--- src/rtl/tick_sequencer.sv ---
// Per-tick unit scheduler: on each accepted tick, issues a start pulse to every
// enabled unit in index order and waits for its done (or a timeout) before moving on.
module tick_sequencer #(
   parameter int unsigned NUM_UNITS = 4,
   parameter int unsigned TIMER_W   = 16,
   parameter int unsigned TIMEOUT   = 1000
) (
   input  logic                 clk,
   input  logic                 rst,
   input  logic                 tick,
   input  logic                 run,
   input  logic                 step,
   input  logic                 clear_flags,
   input  logic [NUM_UNITS-1:0] unit_en,
   input  logic [NUM_UNITS-1:0] done,
   output logic [NUM_UNITS-1:0] start,
   output logic                 busy,
   output logic                 seq_done,
   output logic [3:0]           cur_unit,
   output logic [15:0]          seq_count,
   output logic                 overrun,
   output logic                 timeout,
   output logic [3:0]           timeout_unit
);

   typedef enum logic [2:0] {StIdle, StSelect, StIssue, StWait, StFinish} state_e;

   localparam logic [3:0]         LastIdx   = 4'(NUM_UNITS);
   localparam logic [TIMER_W-1:0] TimeoutLd = TIMER_W'(TIMEOUT);
   localparam logic [TIMER_W-1:0] TimerOne  = TIMER_W'(1);

   state_e               state_q, state_d;
   logic [3:0]           idx_q, idx_d;
   logic [TIMER_W-1:0]   timer_q, timer_d;
   logic                 step_armed_q, step_armed_d;
   logic [NUM_UNITS-1:0] start_q, start_d;
   logic                 busy_q, busy_d;
   logic                 seq_done_q, seq_done_d;
   logic [15:0]          seq_count_q, seq_count_d;
   logic                 overrun_q, overrun_d;
   logic                 timeout_q, timeout_d;
   logic [3:0]           timeout_unit_q, timeout_unit_d;
   logic                 trigger;
   logic [15:0]          sel_onehot;
   logic [15:0]          en_ext, done_ext;

   // Widened so a 4-bit index selects without range issues for any NUM_UNITS.
   assign en_ext   = 16'(unit_en);
   assign done_ext = 16'(done);

   always_comb begin
      state_d        = state_q;
      idx_d          = idx_q;
      timer_d        = timer_q;
      seq_count_d    = seq_count_q;
      seq_done_d     = 1'b0;
      trigger        = 1'b0;
      sel_onehot     = '0;
      overrun_d      = (overrun_q & ~clear_flags) | (tick & busy_q);
      timeout_d      = timeout_q & ~clear_flags;
      timeout_unit_d = clear_flags ? 4'd0 : timeout_unit_q;

      unique case (state_q)
         StIdle: begin
            trigger = tick & (run | step_armed_q);
            if (trigger) begin
               idx_d   = 4'd0;
               state_d = StSelect;
            end
         end
         StSelect: begin
            if (idx_q == LastIdx) begin
               state_d = StFinish;
            end else if (en_ext[idx_q]) begin
               state_d = StIssue;
            end else begin
               idx_d = idx_q + 4'd1;
            end
         end
         StIssue: begin
            timer_d = TimeoutLd;
            state_d = StWait;
         end
         StWait: begin
            if (done_ext[idx_q]) begin
               idx_d   = idx_q + 4'd1;
               state_d = StSelect;
            end else if (timer_q == '0) begin
               timeout_d      = 1'b1;
               timeout_unit_d = idx_q;
               idx_d          = idx_q + 4'd1;
               state_d        = StSelect;
            end else begin
               timer_d = timer_q - TimerOne;
            end
         end
         StFinish: begin
            seq_count_d = seq_count_q + 16'd1;
            seq_done_d  = 1'b1;
            idx_d       = 4'd0;
            state_d     = StIdle;
         end
         default: begin
            idx_d   = 4'd0;
            state_d = StIdle;
         end
      endcase

      // A new step request wins over consumption in the same cycle.
      step_armed_d = (step & ~run) | (step_armed_q & ~trigger);
      busy_d       = (state_d != StIdle);
      sel_onehot   = 16'd1 << idx_d;
      start_d      = (state_d == StIssue) ? sel_onehot[NUM_UNITS-1:0] : '0;
   end

   always_ff @(posedge clk or posedge rst) begin
      if (rst) begin
         state_q        <= StIdle;
         idx_q          <= 4'd0;
         timer_q        <= '0;
         step_armed_q   <= 1'b0;
         start_q        <= '0;
         busy_q         <= 1'b0;
         seq_done_q     <= 1'b0;
         seq_count_q    <= 16'd0;
         overrun_q      <= 1'b0;
         timeout_q      <= 1'b0;
         timeout_unit_q <= 4'd0;
      end else begin
         state_q        <= state_d;
         idx_q          <= idx_d;
         timer_q        <= timer_d;
         step_armed_q   <= step_armed_d;
         start_q        <= start_d;
         busy_q         <= busy_d;
         seq_done_q     <= seq_done_d;
         seq_count_q    <= seq_count_d;
         overrun_q      <= overrun_d;
         timeout_q      <= timeout_d;
         timeout_unit_q <= timeout_unit_d;
      end
   end

   assign start        = start_q;
   assign busy         = busy_q;
   assign seq_done     = seq_done_q;
   assign cur_unit     = idx_q;
   assign seq_count    = seq_count_q;
   assign overrun      = overrun_q;
   assign timeout      = timeout_q;
   assign timeout_unit = timeout_unit_q;

endmodule

--- config.mk ---
export PLATFORM = sky130hd
export DESIGN_NAME = tick_sequencer
export DESIGN_NICKNAME = d
export VERILOG_FILES = /design/src/rtl/tick_sequencer.sv
export SDC_FILE = /design/constraint.sdc
export NUM_CORES = 1
export LEC_CHECK = 0
export BUFFER_PORTS_ARGS = -buffer_cell sky130_fd_sc_hd__buf_2
export CAP_MARGIN = 15
export CORE_MARGIN = 2
export CORE_UTILIZATION = 43
export CTS_CLUSTER_DIAMETER = 120
export DETAILED_ROUTE_END_ITERATION = 7
export SLEW_MARGIN = 30
export SYNTH_ARGS = -nofsm -noshare
export SYNTH_HDL_FRONTEND = slang
export SYNTH_SLANG_ARGS = --single-unit
--- constraint.sdc ---
create_clock -name clk -period 7.1 [get_ports clk]
set_input_delay 1.42 -clock clk [delete_from_list [all_inputs] [get_ports clk]]
set_output_delay 1.42 -clock clk [all_outputs]
set_load 0.01 [all_outputs]
==> metrics.md <==
| Metric | Value |
|---|---|
| Overall die width | `83.5 µm` |
| Fraction of layout cells with a size suffix above 1 | `between 20% and 30%` |
| Post-synthesis async set-or-reset flop share | `100%` |
| Height of the die | `83.5 µm` |
| Core area | `about 6000 µm²` |
| GRT Total Usage | `between 10% and 20%` |
| Count of port buffers added during placement | `45` |
| Final Hold Violating Endpoints | `0` |
| CP top delay family | `compound AO/OA/AOI/OAI gates` |
| Clock network latency to the later pin of the worst-skew pair | `between 0.3 and 0.4 ns` |
| Aggregate global routing overflow | `0` |
| Final GP Congestion | `roughly 0.85` |
| R2r endpoint | `timeout_unit[2]` |
| Post-CTS Setup Inserts | `0` |
| Relative slew slack | `40.5%` |
| Transition time at the pin with the least slew margin | `0.891 ns` |
| Most used flip-flop cell after synthesis | `sky130_fd_sc_hd__dfrtp_1` |
| Final Critical Period | `2.99 ns` |
| Setup repair after global routing missed its margin | `false` |
| Number of remaining DRC errors | `0` |
| Clock tree from TritonCTS | `yes` |
| I/O pin cnt | `46` |
| Startpoint of the most critical setup path | `done[3]` |
| Max-capacitance violation count | `0` |
| Worst setup SP type | `primary input` |
| Total wire length after detailed routing | `6.10 mm` |
| Proportion of synthesized chip area in sequential cells | `47.9%` |
| Post-Layout Inst Area | `slightly above 3000 µm²` |
| Buffer depth of the longest clock path | `2` |
| Crit Path Class | `in2reg` |
| Starting density of the core | `45.1%` |
| Net count after synthesis | `295` |
| Run status | `finished clean` |
| CTS H-Tree Depth | `2` |
| Leak Pwr | `between 1 and 1.5 nW` |
| Maximum number of pins on one net before global-route repair | `53` |
| Layout Nets | `335` |
| Via total after detailed routing | `between 2,000 and 2,500` |
| Ratio of routed vias to standard cells | `5.69` |
| R2r setup slk | `4.46 ns` |
| Clock slew seen by the registers of the worst setup and hold paths | `roughly 0.1 ns` |
| Number of antenna violations at the first check in global routing | `0` |
| First-pass GRT wire length | `10.7 mm` |
| Number of antenna cells inserted | `0` |
| Die footprint | `around 7000 µm²` |
| Count of different cell masters after synthesis | `54` |
| Number of warnings printed during yosys synthesis | `0` |
| Worst VDD drop | `around 0.17 mV` |
| Startpoint of the worst register-to-register path | `timer_q[5]` |
| Root buffer selected by CTS | `sky130_fd_sc_hd__clkbuf_8` |
| Cell-by-cell listing of the critical path | `buf_2, mux2_2, a22oi_1, a21boi_1, o21ai_0, a21o_1` |
| Final count of pins violating max slew | `0` |
| First-pass DRT Iterations | `4` |
| Post-CTS Hold Buffers | `0` |
| Final period util | `42.1%` |
| Slowest-stage cell, CP | `sky130_fd_sc_hd__a21boi_1` |
| Mean routed wirelength per cell | `15.5 µm` |
| Post-Route Hold Slack | `0.476 ns` |
| Final cell utilization of the core | `approximately half` |
| Count of endpoints failing setup in the final report | `0` |
| Worst clock skew on the final layout | `0.00384 ns` |
| PostCTS Resize Cnt | `0` |
| Crit-path max FO | `6` |
| Area added between synthesis and finish | `13.4%` |
| CP required | `7.31 ns` |
| Cts bufs inserted | `5` |
| Synthesized area per cell | `9.81 µm²` |
| Delay contributed by the slowest stage of the critical path | `0.59 ns` |
| Number of core rows | `28` |
| Endpoint class of the critical path | `flop` |
| Antenna-violating nets left | `0` |
| Endpoint of the worst setup timing path | `cur_unit[1]` |
| Vias in the first global route | `between 2,000 and 2,500` |
| DRC violation total after the first TritonRoute iteration | `133` |
| Cells on worst reg2reg path | `5` |
| Sum of buffers and inverters on the critical path | `1` |
| Number of enable flip-flop cells after synthesis | `0` |
| Pre-CTS worst setup slack | `3.78 ns` |
| Seq cells post-synth | `52` |
| Syn Inst Count | `277` |
| Stages on the worst setup path | `6` |
| Arrival time at the worst endpoint | `3.20 ns` |
| Min-delay worst type | `reg2reg` |
| Cell Area, Placed | `2990 µm²` |
| Final HPWL from detailed placement | `4.26 mm` |
| Power per standard cell area | `332 nW/µm²` |
| FMAX | `334 MHz` |
| Total Neg Setup Slack | `0 ns` |
| Post-layout worst setup margin | `roughly 4.1 ns` |
| Cell area after synthesis | `2720 µm²` |
| Number of clock sinks seen by CTS | `52` |
state kept, by name, summed over array words and instances (netlist names):
signal / count
step_armed_q: 1
cur_unit: 4
seq_count: 16
busy: 1
timeout: 1
overrun: 1
timer_q: 16
state_q: 3
seq_done: 1
start: 4
timeout_unit: 4
metal layers:
layer	track usage (%)	share of wire (%)
met5	0	0
met4	4.40	0.97
met3	3.36	3.5
met2	30.8	46
met1	25.4	49
layout by cell type, fill, tap and decap left out, types with 4 or more instances in the layout:
master                     synthesis  layout
sky130_fd_sc_hd__a21oi_1          12      12
sky130_fd_sc_hd__a31oi_1           4       4
sky130_fd_sc_hd__and2_1            4       4
sky130_fd_sc_hd__buf_2             2      45
sky130_fd_sc_hd__clkbuf_8          0       5
sky130_fd_sc_hd__dfrtp_1          52      52
sky130_fd_sc_hd__ha_1              4       4
sky130_fd_sc_hd__inv_1            10       9
sky130_fd_sc_hd__mux2_2            5       5
sky130_fd_sc_hd__mux2i_1           4       4
sky130_fd_sc_hd__nand2_1          20      20
sky130_fd_sc_hd__nand3_1          15      15
sky130_fd_sc_hd__nand4_1           5       5
sky130_fd_sc_hd__nor2_1           19      19
sky130_fd_sc_hd__nor3_1            9       9
sky130_fd_sc_hd__o21ai_0          12      12
sky130_fd_sc_hd__o31a_1            4       4
sky130_fd_sc_hd__o31ai_1           8       8
sky130_fd_sc_hd__or3_1             9       9
sky130_fd_sc_hd__or4_1             6       6
sky130_fd_sc_hd__xnor2_1          11      11
sky130_fd_sc_hd__xor2_1            4       4
final cells by class:
| class | count | area (µm²) |
|---|---|---|
| clock buffers | 5 | 68.8 |
| clock inverters | 3 | 25.0 |
| fillers | 560 | 2940 |
| inverters | 11 | 43.8 |
| multi-input cells | 201 | 1320 |
| flip-flops and latches | 52 | 1300 |
| well taps | 75 | 93.8 |
| repair buffers | 46 | 233 |
Yosys cell counts, types with 5 or more instances:
cell                       count  area, µm²
sky130_fd_sc_hd__or4_1         6       45.0
sky130_fd_sc_hd__nor3_1        9       45.0
sky130_fd_sc_hd__a21oi_1      12       60.1
sky130_fd_sc_hd__o31ai_1       8       60.1
sky130_fd_sc_hd__o21ai_0      12       60.1
sky130_fd_sc_hd__nand2_1      20       75.1
sky130_fd_sc_hd__nand3_1      15       75.1
sky130_fd_sc_hd__inv_1        10       37.5
sky130_fd_sc_hd__mux2_2        5       56.3
sky130_fd_sc_hd__dfrtp_1      52       1300
sky130_fd_sc_hd__nor2_1       19       71.3
sky130_fd_sc_hd__clkbuf_1      9       33.8
sky130_fd_sc_hd__or3_1         9       56.3
sky130_fd_sc_hd__xnor2_1      11       96.3
sky130_fd_sc_hd__nand4_1       5       31.3
logic make-up (layout without fill, tap and decap cells):
group | after synthesis | after routing | synth area share (%)
and+or+nand+nor | 106 | 106 | 20.8
AOI/OAI and AO/OA | 66 | 66 | 16.6
DFF | 52 | 52 | 47.9
buffers and inverters | 24 | 65 | 3.68
xor gates and xnor gates | 15 | 15 | 4.83
muxes | 10 | 10 | 4.37
adders and majority gates | 4 | 4 | 1.84
metrics by stage:
step / power [mW] / instances
after floorplan: 0.730 / 277
after global placement: 0.844 / 385
after detailed placement: 0.846 / 385
after CTS: 1.03 / 393
after global routing: 1.11 / 393
final: 1.02 / 393
where the power goes:
| group | switching [mW] | internal [mW] |
|---|---|---|
| registers | 0.0811 | 0.344 |
| clock network | 0.108 | 0.0721 |
| logic | 0.253 | 0.164 |
| total | 0.442 | 0.580 |
worst min-delay path by stage:
stage | from | endpoint | slack [ns] | depth (start not counted)
3_5_place_dp | seq_count[15] | seq_count[15] | 0.46 | 1
6_report | seq_count[15] | seq_count[15] | 0.48 | 1
4_1_cts | seq_count[15] | seq_count[15] | 0.48 | 1
5_1_grt | seq_count[15] | seq_count[15] | 0.50 | 1
3_3_place_gp | seq_count[15] | seq_count[15] | 0.46 | 1
2_1_floorplan | step_armed_q | step_armed_q | 0.44 | 2
(Power assumes the default switching activity.)
